`src/rtl/rv_pkg.sv`:
```
// Shared definitions for the fetch stage: jump encodings, instruction field positions, fetch states.
package rv_pkg;

  localparam int unsigned ADDR_W_DEF = 16;
  localparam int unsigned INS_W_DEF  = 16;

  // Controller jump select encodings; 2'b11 is reserved and behaves as JUMP_NONE.
  localparam logic [1:0] JUMP_NONE = 2'b00;
  localparam logic [1:0] JUMP_REL  = 2'b01;
  localparam logic [1:0] JUMP_REG  = 2'b10;

  // Instruction field positions.
  localparam int unsigned OPC_HI   = 15;
  localparam int unsigned OPC_LO   = 11;
  localparam int unsigned RD_HI    = 10;
  localparam int unsigned RD_LO    = 8;
  localparam int unsigned IMM8_HI  = 7;
  localparam int unsigned IMM8_LO  = 0;
  localparam int unsigned IMM11_HI = 10;
  localparam int unsigned IMM11_LO = 0;
  localparam int unsigned INSM_HI  = 15;
  localparam int unsigned INSM_LO  = 8;
  localparam int unsigned INSL_HI  = 1;
  localparam int unsigned INSL_LO  = 0;
  localparam int unsigned IMM11_W  = IMM11_HI - IMM11_LO + 1;

  typedef enum logic [1:0] {
    ST_START = 2'b00,
    ST_REQ   = 2'b01,
    ST_HOLD  = 2'b10,
    ST_HALT  = 2'b11
  } fetch_state_e;

endpackage

```
`src/rtl/fetch_unit_if.sv`:
```
// Instruction-memory read port: fetch unit is the master, memory is the slave.
interface fetch_unit_if #(
  parameter int unsigned ADDR_W = 16,
  parameter int unsigned INS_W  = 16
);
  logic              imem_req;
  logic [ADDR_W-1:0] imem_addr;
  logic [INS_W-1:0]  imem_rdata;
  logic              imem_ack;

  modport master (
    output imem_req,
    output imem_addr,
    input  imem_rdata,
    input  imem_ack
  );

  modport slave (
    input  imem_req,
    input  imem_addr,
    output imem_rdata,
    output imem_ack
  );
endinterface

```
`src/rtl/fetch_unit_next_pc_calc.sv`:
```
// Next-PC selection: Jump over Branch over sequential, all modulo ADDR_W.
module next_pc_calc
  import rv_pkg::*;
#(
  parameter int unsigned ADDR_W = 16
) (
  input  logic [ADDR_W-1:0]  pc,
  input  logic [IMM11_W-1:0] imm11,
  input  logic               branch,
  input  logic [1:0]         jump,
  input  logic [ADDR_W-1:0]  reg_target,
  output logic [ADDR_W-1:0]  next_pc_c
);

  logic [ADDR_W-1:0] pc_plus1;
  logic [ADDR_W-1:0] off11;
  logic [ADDR_W-1:0] off8;

  assign pc_plus1 = pc + ADDR_W'(1);
  // Signed size casts sign-extend the immediates to the address width.
  assign off11 = ADDR_W'($signed(imm11));
  assign off8  = ADDR_W'($signed(imm11[IMM8_HI:IMM8_LO]));

  // Priority mux; reserved jump code falls through to the branch/sequential path.
  always_comb begin
    next_pc_c = pc_plus1;
    if (jump == JUMP_REL) begin
      next_pc_c = pc_plus1 + off11;
    end else if (jump == JUMP_REG) begin
      next_pc_c = reg_target;
    end else if (branch) begin
      next_pc_c = pc_plus1 + off8;
    end
  end

endmodule

```
`src/rtl/fetch_unit.sv`:
```
// Fetch stage: owns PC and IR, fetches over a req/ack port, halts on Done.
module fetch_unit
  import rv_pkg::*;
#(
  parameter int unsigned       ADDR_W   = ADDR_W_DEF,
  parameter int unsigned       INS_W    = INS_W_DEF,
  parameter logic [ADDR_W-1:0] RESET_PC = '0
) (
  input  logic              clk,
  input  logic              Rst,
  input  logic              Buff_PC,
  input  logic              Branch,
  input  logic [1:0]        Jump,
  input  logic              Done,
  input  logic [ADDR_W-1:0] RegTarget,
  fetch_unit_if.master      imem,
  output logic [ADDR_W-1:0] PC,
  output logic [ADDR_W-1:0] PCplus1,
  output logic [INS_W-1:0]  Ins,
  output logic [7:0]        InsM,
  output logic [1:0]        InsL,
  output logic              Ins_valid,
  output logic              seq_err
);

  fetch_state_e      state;
  logic [ADDR_W-1:0] pc_q;
  logic [INS_W-1:0]  ins_q;
  logic              req_q;
  logic              valid_q;
  logic              err_q;
  logic [ADDR_W-1:0] next_pc;
  logic              bad_buff;
  logic              bad_ack;

  next_pc_calc #(
    .ADDR_W (ADDR_W)
  ) u_next_pc (
    .pc         (pc_q),
    .imm11      (ins_q[IMM11_HI:IMM11_LO]),
    .branch     (Branch),
    .jump       (Jump),
    .reg_target (RegTarget),
    .next_pc_c  (next_pc)
  );

  // Protocol violations: commit strobe before an instruction is held, or a stray ack.
  assign bad_buff = Buff_PC && ((state == ST_START) || (state == ST_REQ));
  assign bad_ack  = imem.imem_ack && (state != ST_REQ);

  // Fetch FSM with registered request, valid and error flags.
  always_ff @(posedge clk or posedge Rst) begin
    if (Rst) begin
      state   <= ST_START;
      pc_q    <= RESET_PC;
      ins_q   <= '0;
      req_q   <= 1'b0;
      valid_q <= 1'b0;
      err_q   <= 1'b0;
    end else begin
      if (bad_buff || bad_ack) begin
        err_q <= 1'b1;
      end
      case (state)
        ST_START: begin
          state <= ST_REQ;
          req_q <= 1'b1;
        end
        ST_REQ: begin
          if (imem.imem_ack) begin
            ins_q   <= imem.imem_rdata;
            req_q   <= 1'b0;
            valid_q <= 1'b1;
            state   <= ST_HOLD;
          end
        end
        ST_HOLD: begin
          if (Done) begin
            valid_q <= 1'b0;
            state   <= ST_HALT;
          end else if (Buff_PC) begin
            pc_q    <= next_pc;
            valid_q <= 1'b0;
            req_q   <= 1'b1;
            state   <= ST_REQ;
          end
        end
        ST_HALT: begin
          req_q   <= 1'b0;
          valid_q <= 1'b0;
        end
        default: begin
          state <= ST_START;
          req_q <= 1'b0;
        end
      endcase
    end
  end

  assign imem.imem_req  = req_q;
  assign imem.imem_addr = pc_q;
  assign PC             = pc_q;
  assign PCplus1        = pc_q + ADDR_W'(1);
  assign Ins            = ins_q;
  assign InsM           = ins_q[INSM_HI:INSM_LO];
  assign InsL           = ins_q[INSL_HI:INSL_LO];
  assign Ins_valid      = valid_q;
  assign seq_err        = err_q;

endmodule

```
`src/flat_wrapper.sv`:
```
// flat-port wrapper written by rule: the top's interface ports become plain ports
module fetch_unit_flat import rv_pkg::*;
#(
  parameter int unsigned       ADDR_W   = ADDR_W_DEF,
  parameter int unsigned       INS_W    = INS_W_DEF,
  parameter logic [ADDR_W-1:0] RESET_PC = '0
)
  (clk, Rst, Buff_PC, Branch, Jump, Done, RegTarget, PC, PCplus1, Ins, InsM, InsL, Ins_valid, seq_err, imem_imem_req, imem_imem_addr, imem_imem_rdata, imem_imem_ack);
  fetch_unit_if #(.ADDR_W(ADDR_W), .INS_W(INS_W)) imem_i ();
  input  logic clk;
  input  logic Rst;
  input  logic Buff_PC;
  input  logic Branch;
  input  logic [1:0] Jump;
  input  logic Done;
  input  logic [ADDR_W-1:0] RegTarget;
  output logic [ADDR_W-1:0] PC;
  output logic [ADDR_W-1:0] PCplus1;
  output logic [INS_W-1:0] Ins;
  output logic [7:0] InsM;
  output logic [1:0] InsL;
  output logic Ins_valid;
  output logic seq_err;
  output wire logic [$bits(imem_i.imem_req)-1:0] imem_imem_req;
  output wire logic [$bits(imem_i.imem_addr)-1:0] imem_imem_addr;
  input wire logic [$bits(imem_i.imem_rdata)-1:0] imem_imem_rdata;
  input wire logic [$bits(imem_i.imem_ack)-1:0] imem_imem_ack;
  assign imem_imem_req = imem_i.imem_req;
  assign imem_imem_addr = imem_i.imem_addr;
  assign imem_i.imem_rdata = imem_imem_rdata;
  assign imem_i.imem_ack = imem_imem_ack;
  fetch_unit #(.ADDR_W(ADDR_W), .INS_W(INS_W), .RESET_PC(RESET_PC)) u_core (.clk(clk), .Rst(Rst), .Buff_PC(Buff_PC), .Branch(Branch), .Jump(Jump), .Done(Done), .RegTarget(RegTarget), .imem(imem_i), .PC(PC), .PCplus1(PCplus1), .Ins(Ins), .InsM(InsM), .InsL(InsL), .Ins_valid(Ins_valid), .seq_err(seq_err));
endmodule
```
`config.mk`:
```
export PLATFORM = sky130hd
export DESIGN_NAME = fetch_unit_flat
export DESIGN_NICKNAME = d
export VERILOG_FILES = /design/src/rtl/rv_pkg.sv /design/src/rtl/fetch_unit_if.sv /design/src/rtl/fetch_unit_next_pc_calc.sv /design/src/rtl/fetch_unit.sv /design/src/flat_wrapper.sv
export SDC_FILE = /design/constraint.sdc
export NUM_CORES = 1
export LEC_CHECK = 0
export ABC_AREA = 1
export CORE_MARGIN = 5
export CORE_UTILIZATION = 25
export DETAILED_ROUTE_END_ITERATION = 6
export GPL_TIMING_DRIVEN = 0
export SLEW_MARGIN = 25
export SYNTH_ARGS = -nofsm -noshare
export SYNTH_HDL_FRONTEND = slang
export SYNTH_SLANG_ARGS = --single-unit
```
`constraint.sdc`:
```
create_clock -name clk -period 2.9 [get_ports clk]
set_input_delay 0.435 -clock clk [delete_from_list [all_inputs] [get_ports clk]]
set_output_delay 0.435 -clock clk [all_outputs]
set_load 0.03 [all_outputs]
```
Yosys cells after proc, flatten, opt, wreduce, memory -nomap -nowiden

Index checks and enable logic that the tools add are counted.

$add $sub $neg: 3
Equal/unequal tests: 10
Mux-type cells: 15
Bitwise logic cells: 1
Reductions and logical operators: 12

Operators with widths:

| operator                | count |
|---|---|
| $mux W16                | 3 |
| $add A16 B16 Y16        | 2 |
| $add A16 B1 Y16 const B | 1 |
| $reduce_and A3 Y1       | 4 |
| $eq A2 B2 Y1 const B    | 3 |
| $mux W1                 | 6 |
| $mux W2                 | 3 |
| $ne A2 B2 Y1 const B    | 3 |
| $pmux W2 S3             | 1 |
| $reduce_bool A3 Y1      | 2 |
| $eq A2 B1 Y1 const B    | 2 |
| $pmux W1 S4             | 1 |
| $ne A3 B3 Y1 const B    | 1 |
| $pmux W1 S3             | 1 |
| $logic_and A1 B1 Y1     | 2 |
| $logic_not A2 Y1        | 1 |
| $logic_or A1 B1 Y1      | 2 |
| $ne A2 B1 Y1 const B    | 1 |
| $reduce_and A2 Y1       | 1 |
| $not A1 Y1              | 1 |

Register bits: 37
Bits of input ports: 40
Output and inout bits: 77
Word-level logic and storage cells: 47

Depth between registers and ports, before layout

Gate-level depths: netlist (run 1).

Word-level depth: 5
Depth in mapped cells: 25
Mapped depth without buffers: 25

By module

A second synthesis (run 1) with hierarchy kept.

Cells, all modules: 647
Area, all modules: 4217.8 um2

Modules (own cells, without submodules):

| module       | instances | cells each | area an instance (um2) | seq. area each (um2) |
|---|---|---|---|---|
| next_pc_calc | 1         | 412        | 2112.0                 | 0.0 |
| fetch_unit   | 1         | 235        | 2105.8                 | 925.9 |

Least setup slack after synthesis (run 1)

Ideal clock, no wire load.

Path kind: register -> register
Start point: register u_core.pc_q[0] (netlist: u_core.PC[0])
End point: register u_core.pc_q[14] (netlist: u_core.PC[14])
Setup time: 0.122 ns
Data arrival time: 3.103 ns
Required time: 2.778 ns
Slack: -0.325 ns
Cell stages (with the launch flop): 15
Path buffers: 0
Period minus slack after synthesis: 3.225 ns
Cell sequence: dfrtp_1 > inv_1 > nor2_1 > nand2_2 > nor2_4 > xor2_1 > ha_1 > a21oi_1 > o21ai_0 > a211oi_1 > nand3_1 > nand2_1 > nor2_1 > nor2_1 > a21boi_1

Longest elaborated chain between the ends: 5
Elaborated cells between the ends (all ways): 6
Those cells by class: 3 x add/sub; 3 x mux

RTL lines:

| what                   | RTL line                      | RTL |
|---|---|---|
| from (decl)            | fetch_unit.sv:27              | `logic [ADDR_W-1:0] pc_q;` |
| from (signal assigned) | fetch_unit.sv:82              | `pc_q <= next_pc;` |
| $add A16 B1 Y16 (*)    | -                             |  |
| net PCplus1[0]         | flat_wrapper.sv:18            | `output logic [ADDR_W-1:0] PCplus1;` |
| $add A16 B16 Y16       | fetch_unit_next_pc_calc.sv:32 | `next_pc_c = pc_plus1 + off8;` |
| $mux W16               | fetch_unit_next_pc_calc.sv:31 | `end else if (branch) begin` |
| $mux W16               | fetch_unit_next_pc_calc.sv:29 | `end else if (jump == JUMP_REG) begin` |
| $mux W16 (*)           | fetch_unit_next_pc_calc.sv:27 | `if (jump == JUMP_REL) begin` |

Mark *: on every way through the listed nets, which the timed path passes. The rest lies on a longest branch.
A chain may end at the register's enable or synchronous reset.

Worst setup path in the final report (run 1)

Start point: register u_core.pc_q[0] (netlist: u_core.PC[0])
End point: output PCplus1[9]

Longest elaborated chain between the ends: 1

RTL lines:

| what            | RTL line           | RTL |
|---|---|---|
| $add A16 B1 Y16 | fetch_unit.sv:103  | `assign PCplus1 = pc_q + ADDR_W'(1);` |
| to (decl)       | flat_wrapper.sv:18 |  |

Every way passes these cells.

==> results of run 1 <==
-- area by class of cell --
class | count | area, sq um
plain buffers | 34 | 230
flip-flops and latches | 37 | 935
repair buffers | 132 | 1310
fillers | 1533 | 8710
well taps | 184 | 230
multi-input cells | 410 | 2770
inverters | 75 | 282
clock buffers | 6 | 139
clock inverters | 2 | 37.5
-- how the worst max path moves through the flow --
stage / from / end / depth (start not counted)
after CTS: u_core.PC[0]$_DFFE_PP0P_ / u_core.PC[14]$_DFFE_PP0P_ / 13
after floorplan: u_core.PC[5]$_DFFE_PP0P_ / u_core.PC[13]$_DFFE_PP0P_ / 23
after global placement: u_core.PC[0]$_DFFE_PP0P_ / u_core.PC[15]$_DFFE_PP0P_ / 18
after global routing: u_core.PC[0]$_DFFE_PP0P_ / u_core.PC[8]$_DFFE_PP0P_ / 15
final: u_core.PC[0]$_DFFE_PP0P_ / PCplus1[9] / 7
after detailed placement: u_core.PC[0]$_DFFE_PP0P_ / u_core.PC[15]$_DFFE_PP0P_ / 18
-- sequential cells by signal (all words and copies together), names as in the netlist --
| name | cells |
|---|---|
| u_core.Ins | 16 |
| u_core.Ins_valid | 1 |
| u_core.PC | 16 |
| u_core.imem.imem_req | 1 |
| u_core.seq_err | 1 |
| u_core.state | 2 |
-- placed cells by master, fill, tap and decap left out, types with 7 or more instances in the layout --
cell | synthesis | layout
nand2_1 | 134 | 126
o21ai_0 | 30 | 25
inv_1 | 74 | 68
dfrtp_1 | 37 | 30
clkdlybuf4s50_1 | 0 | 116
nor2_1 | 43 | 37
mux2_2 | 14 | 14
ha_4 | 0 | 15
dfrtp_2 | 0 | 7
nor2_2 | 2 | 7
a21oi_1 | 40 | 31
nand3_1 | 42 | 39
a21oi_2 | 1 | 9
nand2_2 | 7 | 11
inv_2 | 1 | 7
ha_1 | 30 | 14
buf_4 | 26 | 40
xor2_2 | 0 | 8
-- what timing repair did --
action                     4_1_cts  5_1_grt
hold endpoints to repair         0        0
pin swaps                        6       13
buffers inserted                 3       12
setup endpoints to repair       12       12
gates resized for setup         20       63
-- critical path, cell delays in order, from the launching register on --
cell and delay [ps]:
dfrtp_2 430, inv_2 80, nor2_2 130, nand2_2 110, nor2_4 190, buf_12 130
xor2_4 270, clkdlybuf4s50_1 740
-- stage by stage --
step / util / worst slack [ps]
after floorplan: - / 7.01
after global placement: 0.355 / -309
after detailed placement: 0.357 / -287
after CTS: 0.376 / -12.7
after global routing: 0.405 / -105
final: 0.405 / 90.9
-- layer usage --
layer / GRT usage / part of all wire / wire, microns / vias to the layer above
li1: - / - / - / 2066
met1: 0.205 / 0.46 / 6250 / 1891
met2: 0.229 / 0.45 / 6000 / 147
met3: 0.0475 / 0.082 / 1110 / 8
met4: 0.0266 / 0.0066 / 89 / 0
met5: 0 / 0 / 0 / -
-- cell families after synthesis --
group           after synthesis  share of synthesized area
simple gates                251                      0.286
buf+inv                     109                      0.136
compound gates               99                      0.149
flops                        37                      0.246
fa+ha+maj                    31                      0.105
xor+xnor                     15                     0.0350
mux                          14                     0.0420
==> metrics.cfg, run 1 <==
[yosys]
syn_nets=627
synth_area_sq_um=3760
synthesis.yosys.warnings=0
syn_inst=556
synth_edf_count=0
synth.most_common_cell=nand2_1
synthFlopType=dfrtp_1
ys_ff_latch=37
synth_common_cells=nand2_1, inv_1, nor2_1
yosysTopAreaCellShare=0.246
yosysTopAreaCell=dfrtp_1
synthTopCellsByArea=dfrtp_1, nand2_1, ha_1
ys_types=42
syn_area_per_cell_sq_um=6.76
seq_area_frac_synth=0.246
ys_async_sr_fraction=1.00

[status]
status=finished clean

[placement]
dp_hpwl_mm=10.6
dp_cells=857
port_buffers=116
dpl_cell_area_sq_um=5220
globalplace.congestion=0.907

[floorplanning]
die_area_sq_um=17600
row_count=44
start_util=0.257
core_area_sq_um=14600
dieWidth_microns=133
fp.dieH_microns=133
ioPinCount=117

[cts]
cts_max_path_buffers=2
ctsRootBufferMaster=clkbuf_16
cts_buffers=5
cts_hold_buf=0
clkSlewWorstSetupHoldPaths_ps=60
cts_tree=done
insertion_delay_ps=290
h-tree-depth=2
cts_sinks=37

[final_layout]
finalNonFillerCells=880
syn_to_final_growth_pct=57.8
drive_gt1_frac=0.227
diodes=0
final_nets=766
final_area_sq_um=5930

[hold_path]
hp-class=in -> async

[flow_run]
drv_cap=0

[timing]
hold_slack_ps=406
slew_viol_final=0
max_freq_ghz=0.356
slew_headroom=0.529
tns_ps=0
timing.final.crit_share=0.969
final-setup-viol-count=0
rsz0062_at_grt=true
skew_ps=8.23
worst_slew_pin_slew_ps=699
finalHoldViolations=0
timing.final.crit_period_ps=2810

[global_routing]
grt_max_degree=26
grt_first_pass_wirelength_mm=21.0
grt_overflow=0
grtUsageTotal=0.148
grt_pass1_vias=4023
antenna_found_initial=0

[critical_path]
startpoint_type=flop
r2r_cells=17
arrival_ps=2370
r2r_end=u_core.PC[15]$_DFFE_PP0P_
required_ps=2470
cp_max_fo=4
r2r-start=u_core.PC[0]$_DFFE_PP0P_
timing_worst_setup_path_type=reg -> out
end_kind=output port
rrSetupSlack_ps=120

[drt]
ant_nets=0
first_pass_iters=5
wl_per_cell_microns=15.3
drtIter0Drc=225
routed_wl_mm=13.4
vias=4112
viasPerCell=4.67
drcViolationCount=0

Power of run 1 is left out: the tool's default activity adds up to more than one toggle a clock period on the data nets, which glitch-free logic cannot reach.
==> inputs of run 2 (changes only) <==
--- a/config.mk
+++ b/config.mk
@@ -7,7 +7,7 @@
 export LEC_CHECK = 0
 export ABC_AREA = 1
 export CORE_MARGIN = 5
-export CORE_UTILIZATION = 25
+export CORE_UTILIZATION = 29
 export DETAILED_ROUTE_END_ITERATION = 6
 export GPL_TIMING_DRIVEN = 0
 export SLEW_MARGIN = 25
==> run 2 against run 1 <==
Against the previous run: largest cell class unchanged; design area is 1.1% higher; critical endpoint is now u_core.PC[15]$_DFFE_PP0P_; die area is 13% lower; worst setup slack worse by 22 ps; critical path type is now reg -> reg.
==> metrics.cfg, run 2 (synthesized netlist as in run 1, its figures left out) <==
[cts]
clkSlewWorstSetupHoldPaths_ps=60  ; about the same
h-tree-depth=2  ; unchanged
insertion_delay_ps=290  ; about the same
cts_sinks=37  ; unchanged
ctsRootBufferMaster=clkbuf_16
cts_hold_buf=0  ; unchanged
cts_buffers=5  ; unchanged
cts_max_path_buffers=2  ; unchanged
cts_tree=done

[drt]
first_pass_iters=5  ; unchanged
wl_per_cell_microns=16.0  ; +4.9%
viasPerCell=4.83  ; +3.3%
drtIter0Drc=249  ; +11%
drcViolationCount=0  ; unchanged
ant_nets=0  ; unchanged
vias=4235  ; +3.0%
routed_wl_mm=14.1  ; +4.5%

[global_routing]
grt.met1_usage=0.240  ; +0.0356
grt_pass1_vias=4246  ; +5.5%
grtUsageMet3=0.0454  ; -0.00204
antenna_found_initial=0  ; unchanged
grt_overflow=0  ; unchanged
top_usage_layer=met2
grt_max_degree=26  ; unchanged
use_met2=0.304  ; +0.0756
grt_first_pass_wirelength_mm=21.9  ; +4.0%
grtUsageTotal=0.184  ; +0.0357

[timing]
final-setup-viol-count=0  ; unchanged
skew_ps=8.49  ; +0.261 ps
worst_slew_pin_slew_ps=680  ; -19.1 ps
max_freq_ghz=0.353  ; -0.78%
timing.final.crit_share=0.976  ; +0.00760
slew_headroom=0.542  ; +0.0129
timing.final.crit_period_ps=2830  ; +22.0 ps
rsz0062_at_grt=true
tns_ps=0  ; unchanged
layout_setup_ws_ps=68.9  ; -22.0 ps
finalHoldViolations=0  ; unchanged
slew_viol_final=0  ; unchanged

[status]
status=finished clean

[floorplanning]
core_area_sq_um=12700  ; -13%
row_count=41  ; -6.8%
dieWidth_microns=124  ; -6.6%
fp.dieH_microns=124  ; -6.6%
ioPinCount=117  ; unchanged
start_util=0.297  ; +0.0400
die_area_sq_um=15300  ; -13%

[placement]
globalplace.congestion=0.884  ; -2.6%
dp_hpwl_mm=11.1  ; +4.4%
port_buffers=116  ; unchanged
dpl_worst_slack_ps=-390  ; -103 ps

[critical_path]
startpoint_type=flop
required_ps=3080  ; +610 ps
arrival_ps=3010  ; +640 ps
timing_worst_setup_path_type=reg -> reg
end_kind=flop
cp_max_fo=5  ; +1

[hold_path]
hp-class=in -> async

[final_layout]
drive_gt1_frac=0.244  ; +0.0170
final_common_cell=nand2_1
final_nets=775  ; +1.2%
syn_to_final_growth_pct=59.5
diodes=0  ; unchanged
final_cell_mix=nand2_1, clkdlybuf4s50_1, inv_1, buf_4, nand3_1

[flow_run]
drv_cap=0  ; unchanged

-- run 2: cell count changes in the layout (fill, tap and decap cells not counted), moves of 2 or more --
cell	before	now
buf_4	40	50
clkdlybuf4s50_1	116	114
ha_1	14	16
nand2_1	126	124
-- run 2: area by class of cell --
cell class	instances	area [sq um]
clock buffers	6	129
well taps	172	215
repair buffers	141	1370
plain buffers	34	230
inverters	75	282
clock inverters	2	38.8
flip-flops and latches	37	936
fillers	1265	6680
multi-input cells	410	2790
-- run 2: repair_timing --
action | CTS | global route
resized for setup | 31 | 63
pin swaps | 9 | 20
endpoints found under the setup margin | 12 | 12
setup buffers | 8 | 16
-- run 2: critical path: stages (launching register included) --
cell and delay (ps):
dfrtp_2 440, nand2_1 80, nor2_2 160, nand2_4 100, nor2_4 160, buf_4 150
xor2_4 270, ha_4 270, nand2_2 70, inv_1 50, nand2_1 80, nand2_2 70
a21oi_2 180, nand2_1 100, nand3_1 90, nand3_1 80, nand2_1 80, nand2_1 40
nand2_1 50, nand2_1 70, nand2_1 60, nand2_1 50
-- run 2: routing by layer --
metal | part of all wire | routed length (microns)
met5 | 0 | 0
met4 | 0.015 | 208
met3 | 0.079 | 1110
met2 | 0.47 | 6580
met1 | 0.44 | 6160
-- run 2: final timing paths --
path / startpoint / to / slack [ps] / cells after the start
setup / recovery: u_core.PC[2]$_DFFE_PP0P_ / u_core.PC[15]$_DFFE_PP0P_ / 70 / 21
hold / removal: Rst / u_core.Ins[14]$_DFFE_PP0P_ / 410 / 2
setup reg to reg: u_core.PC[2]$_DFFE_PP0P_ / u_core.PC[15]$_DFFE_PP0P_ / 70 / 21
hold reg to reg: u_core.seq_err$_DFFE_PP0P_ / u_core.seq_err$_DFFE_PP0P_ / 470 / 2
max in group asynchronous: Rst / u_core.PC[9]$_DFFE_PP0P_ / 2030 / 3
min in group clk: u_core.seq_err$_DFFE_PP0P_ / u_core.seq_err$_DFFE_PP0P_ / 470 / 2
-- run 2: stage by stage --
stage | std cells | hold WS, ps | area (sq um) | util
finish | 877 | 406 | 5990 | 0.473
global route | 877 | 450 | 5990 | 0.473
CTS | 861 | 423 | 5590 | 0.441
detailed placement | 845 | 454 | 5210 | 0.411
global placement | 844 | 451 | 5190 | 0.409
floorplan | 556 | 559 | 3810 | -
Power of run 2 is left out for the same reason.
==> inputs of run 3 (changes only) <==
--- a/config.mk
+++ b/config.mk
@@ -10,6 +10,7 @@
 export CORE_UTILIZATION = 29
 export DETAILED_ROUTE_END_ITERATION = 6
 export GPL_TIMING_DRIVEN = 0
+export SKIP_CTS_REPAIR_TIMING = 1
 export SLEW_MARGIN = 25
 export SYNTH_ARGS = -nofsm -noshare
 export SYNTH_HDL_FRONTEND = slang
==> run 3 against run 2 <==
Against the previous run: via count is 0.99% lower; sequential cell count stayed put; sequential share of layout area is 0.18 points higher; worst setup slack worse by 43 ps; worst hold slack better by 1.2 ps; critical endpoint is now PCplus1[9]; highest routed layer unchanged.
==> metrics.cfg, run 3 (synthesized netlist as in run 1, its figures left out) <==
[timing]
hold_slack_ps=407  ; +1.23 ps
skew_ps=8.93  ; +0.445 ps
final-setup-viol-count=0  ; unchanged
slew_headroom=0.558  ; +0.0160
worst_slew_pin_slew_ps=656  ; -23.7 ps
rsz0062_at_grt=true
timing.final.crit_period_ps=2870  ; +43.4 ps
slew_viol_final=0  ; unchanged
finalHoldViolations=0  ; unchanged
timing.final.crit_share=0.991  ; +0.0150
max_freq_ghz=0.348  ; -1.5%

[critical_path]
path_buf_inv=3  ; +1
max_stage_delay_ps=660  ; +220 ps
critical_path.slowest_cell=clkdlybuf4s50_1
startpoint_type=flop
arrival_ps=2440  ; -570 ps
rrSetupSlack_ps=80  ; about the same
cp_max_fo=5  ; unchanged
cpLargestDelayFamily=buffers and inverters
r2r_cells=15  ; -29%
timing_worst_setup_path_type=reg -> out
r2r_end=u_core.PC[15]$_DFFE_PP0P_
crit_cells=8  ; -62%
cp-startpoint=u_core.PC[2]$_DFFE_PP0P_
crit_end=PCplus1[9]
worst_path_most_repeated_cell=nor2_4
r2r-start=u_core.PC[0]$_DFFE_PP0P_
crit_path_cell_trace=nand2_2 -> nor2_4 -> nand2_4 -> nor2_4 -> buf_12 -> xor2_4 -> buf_4 -> clkdlybuf4s50_1
end_kind=output port
required_ps=2470  ; -610 ps

[floorplanning]
core_area_sq_um=12700  ; unchanged
die_area_sq_um=15300  ; unchanged
row_count=41  ; unchanged
start_util=0.297  ; unchanged
dieWidth_microns=124  ; unchanged
ioPinCount=117  ; unchanged
fp.dieH_microns=124  ; unchanged

[drt]
vias=4193  ; -0.99%
ant_nets=0  ; unchanged
viasPerCell=4.80  ; -0.54%
wl_per_cell_microns=15.9  ; -0.59%
drcViolationCount=0  ; unchanged
drtIter0Drc=265  ; +6.4%
first_pass_iters=5  ; unchanged
routed_wl_mm=13.9  ; -1.0%

[final_layout]
final_nets=771  ; -0.52%
finalNonFillerCells=873  ; -0.46%
diodes=0  ; unchanged
drive_gt1_frac=0.237  ; -0.00717
syn_to_final_growth_pct=57.9
post-route-util=0.468  ; -0.00474
final_cell_mix=nand2_1, clkdlybuf4s50_1, inv_1, buf_4, nand3_1
final_common_cell=nand2_1

[placement]
port_buffers=116  ; unchanged
dp_cells=845  ; unchanged
globalplace.congestion=0.884  ; unchanged
dp_hpwl_mm=11.1  ; unchanged

[cts]
cts_max_path_buffers=2  ; unchanged
clkSlewWorstSetupHoldPaths_ps=60  ; about the same
h-tree-depth=2  ; unchanged
cts_buffers=5  ; unchanged
cts_tree=done
cts_sinks=37  ; unchanged
insertion_delay_ps=290  ; about the same
ctsRootBufferMaster=clkbuf_16

[global_routing]
antenna_found_initial=0  ; unchanged
grtUsageTotal=0.180  ; -0.00373
grt_pass1_vias=4150  ; -2.3%
grt_overflow=0  ; unchanged
grt_first_pass_wirelength_mm=21.4  ; -2.0%
grt_max_degree=26  ; unchanged

[flow_run]
drv_cap=0  ; unchanged

[hold_path]
hp-class=in -> async

[status]
status=finished clean

## run 3: how the worst min path moves through the flow
| stage | startpoint | endpoint | slack [ps] |
|---|---|---|---|
| 2_1_floorplan | imem_imem_ack | u_core.seq_err$_DFFE_PP0P_ | 560 |
| 3_3_place_gp | u_core.seq_err$_DFFE_PP0P_ | u_core.seq_err$_DFFE_PP0P_ | 450 |
| 3_5_place_dp | u_core.seq_err$_DFFE_PP0P_ | u_core.seq_err$_DFFE_PP0P_ | 450 |
| 4_1_cts | Rst | u_core.Ins[14]$_DFFE_PP0P_ | 420 |
| 5_1_grt | Rst | u_core.Ins[14]$_DFFE_PP0P_ | 450 |
| 6_report | Rst | u_core.Ins[14]$_DFFE_PP0P_ | 410 |
## run 3: metal layers
| layer | track usage | part of all wire | vias up |
|---|---|---|---|
| li1 | - | - | 2077 |
| met1 | 0.237 | 0.44 | 1950 |
| met2 | 0.294 | 0.47 | 145 |
| met3 | 0.0468 | 0.076 | 21 |
| met4 | 0.0436 | 0.018 | 0 |
| met5 | 0 | 0 | - |
## run 3: metrics by stage
step	TNS [ps]	setup slack, ps	cell area [sq um]
finish	0	25.5	5930
global route	-209	-79.2	5930
CTS	-2270	-428	5370
detailed placement	-1710	-390	5210
global placement	-1680	-383	5190
floorplan	0	7.01	3810
## run 3: layout make-up
cell class / instances / area, sq um
clock inverter: 2 / 38.8
fill: 1273 / 6740
inverter: 75 / 282
buffer: 34 / 230
timing repair buffer: 137 / 1340
tap: 172 / 215
sequential: 37 / 937
clock buffer: 6 / 129
multi-input combinational: 410 / 2760
Power of run 3 is left out for the same reason.
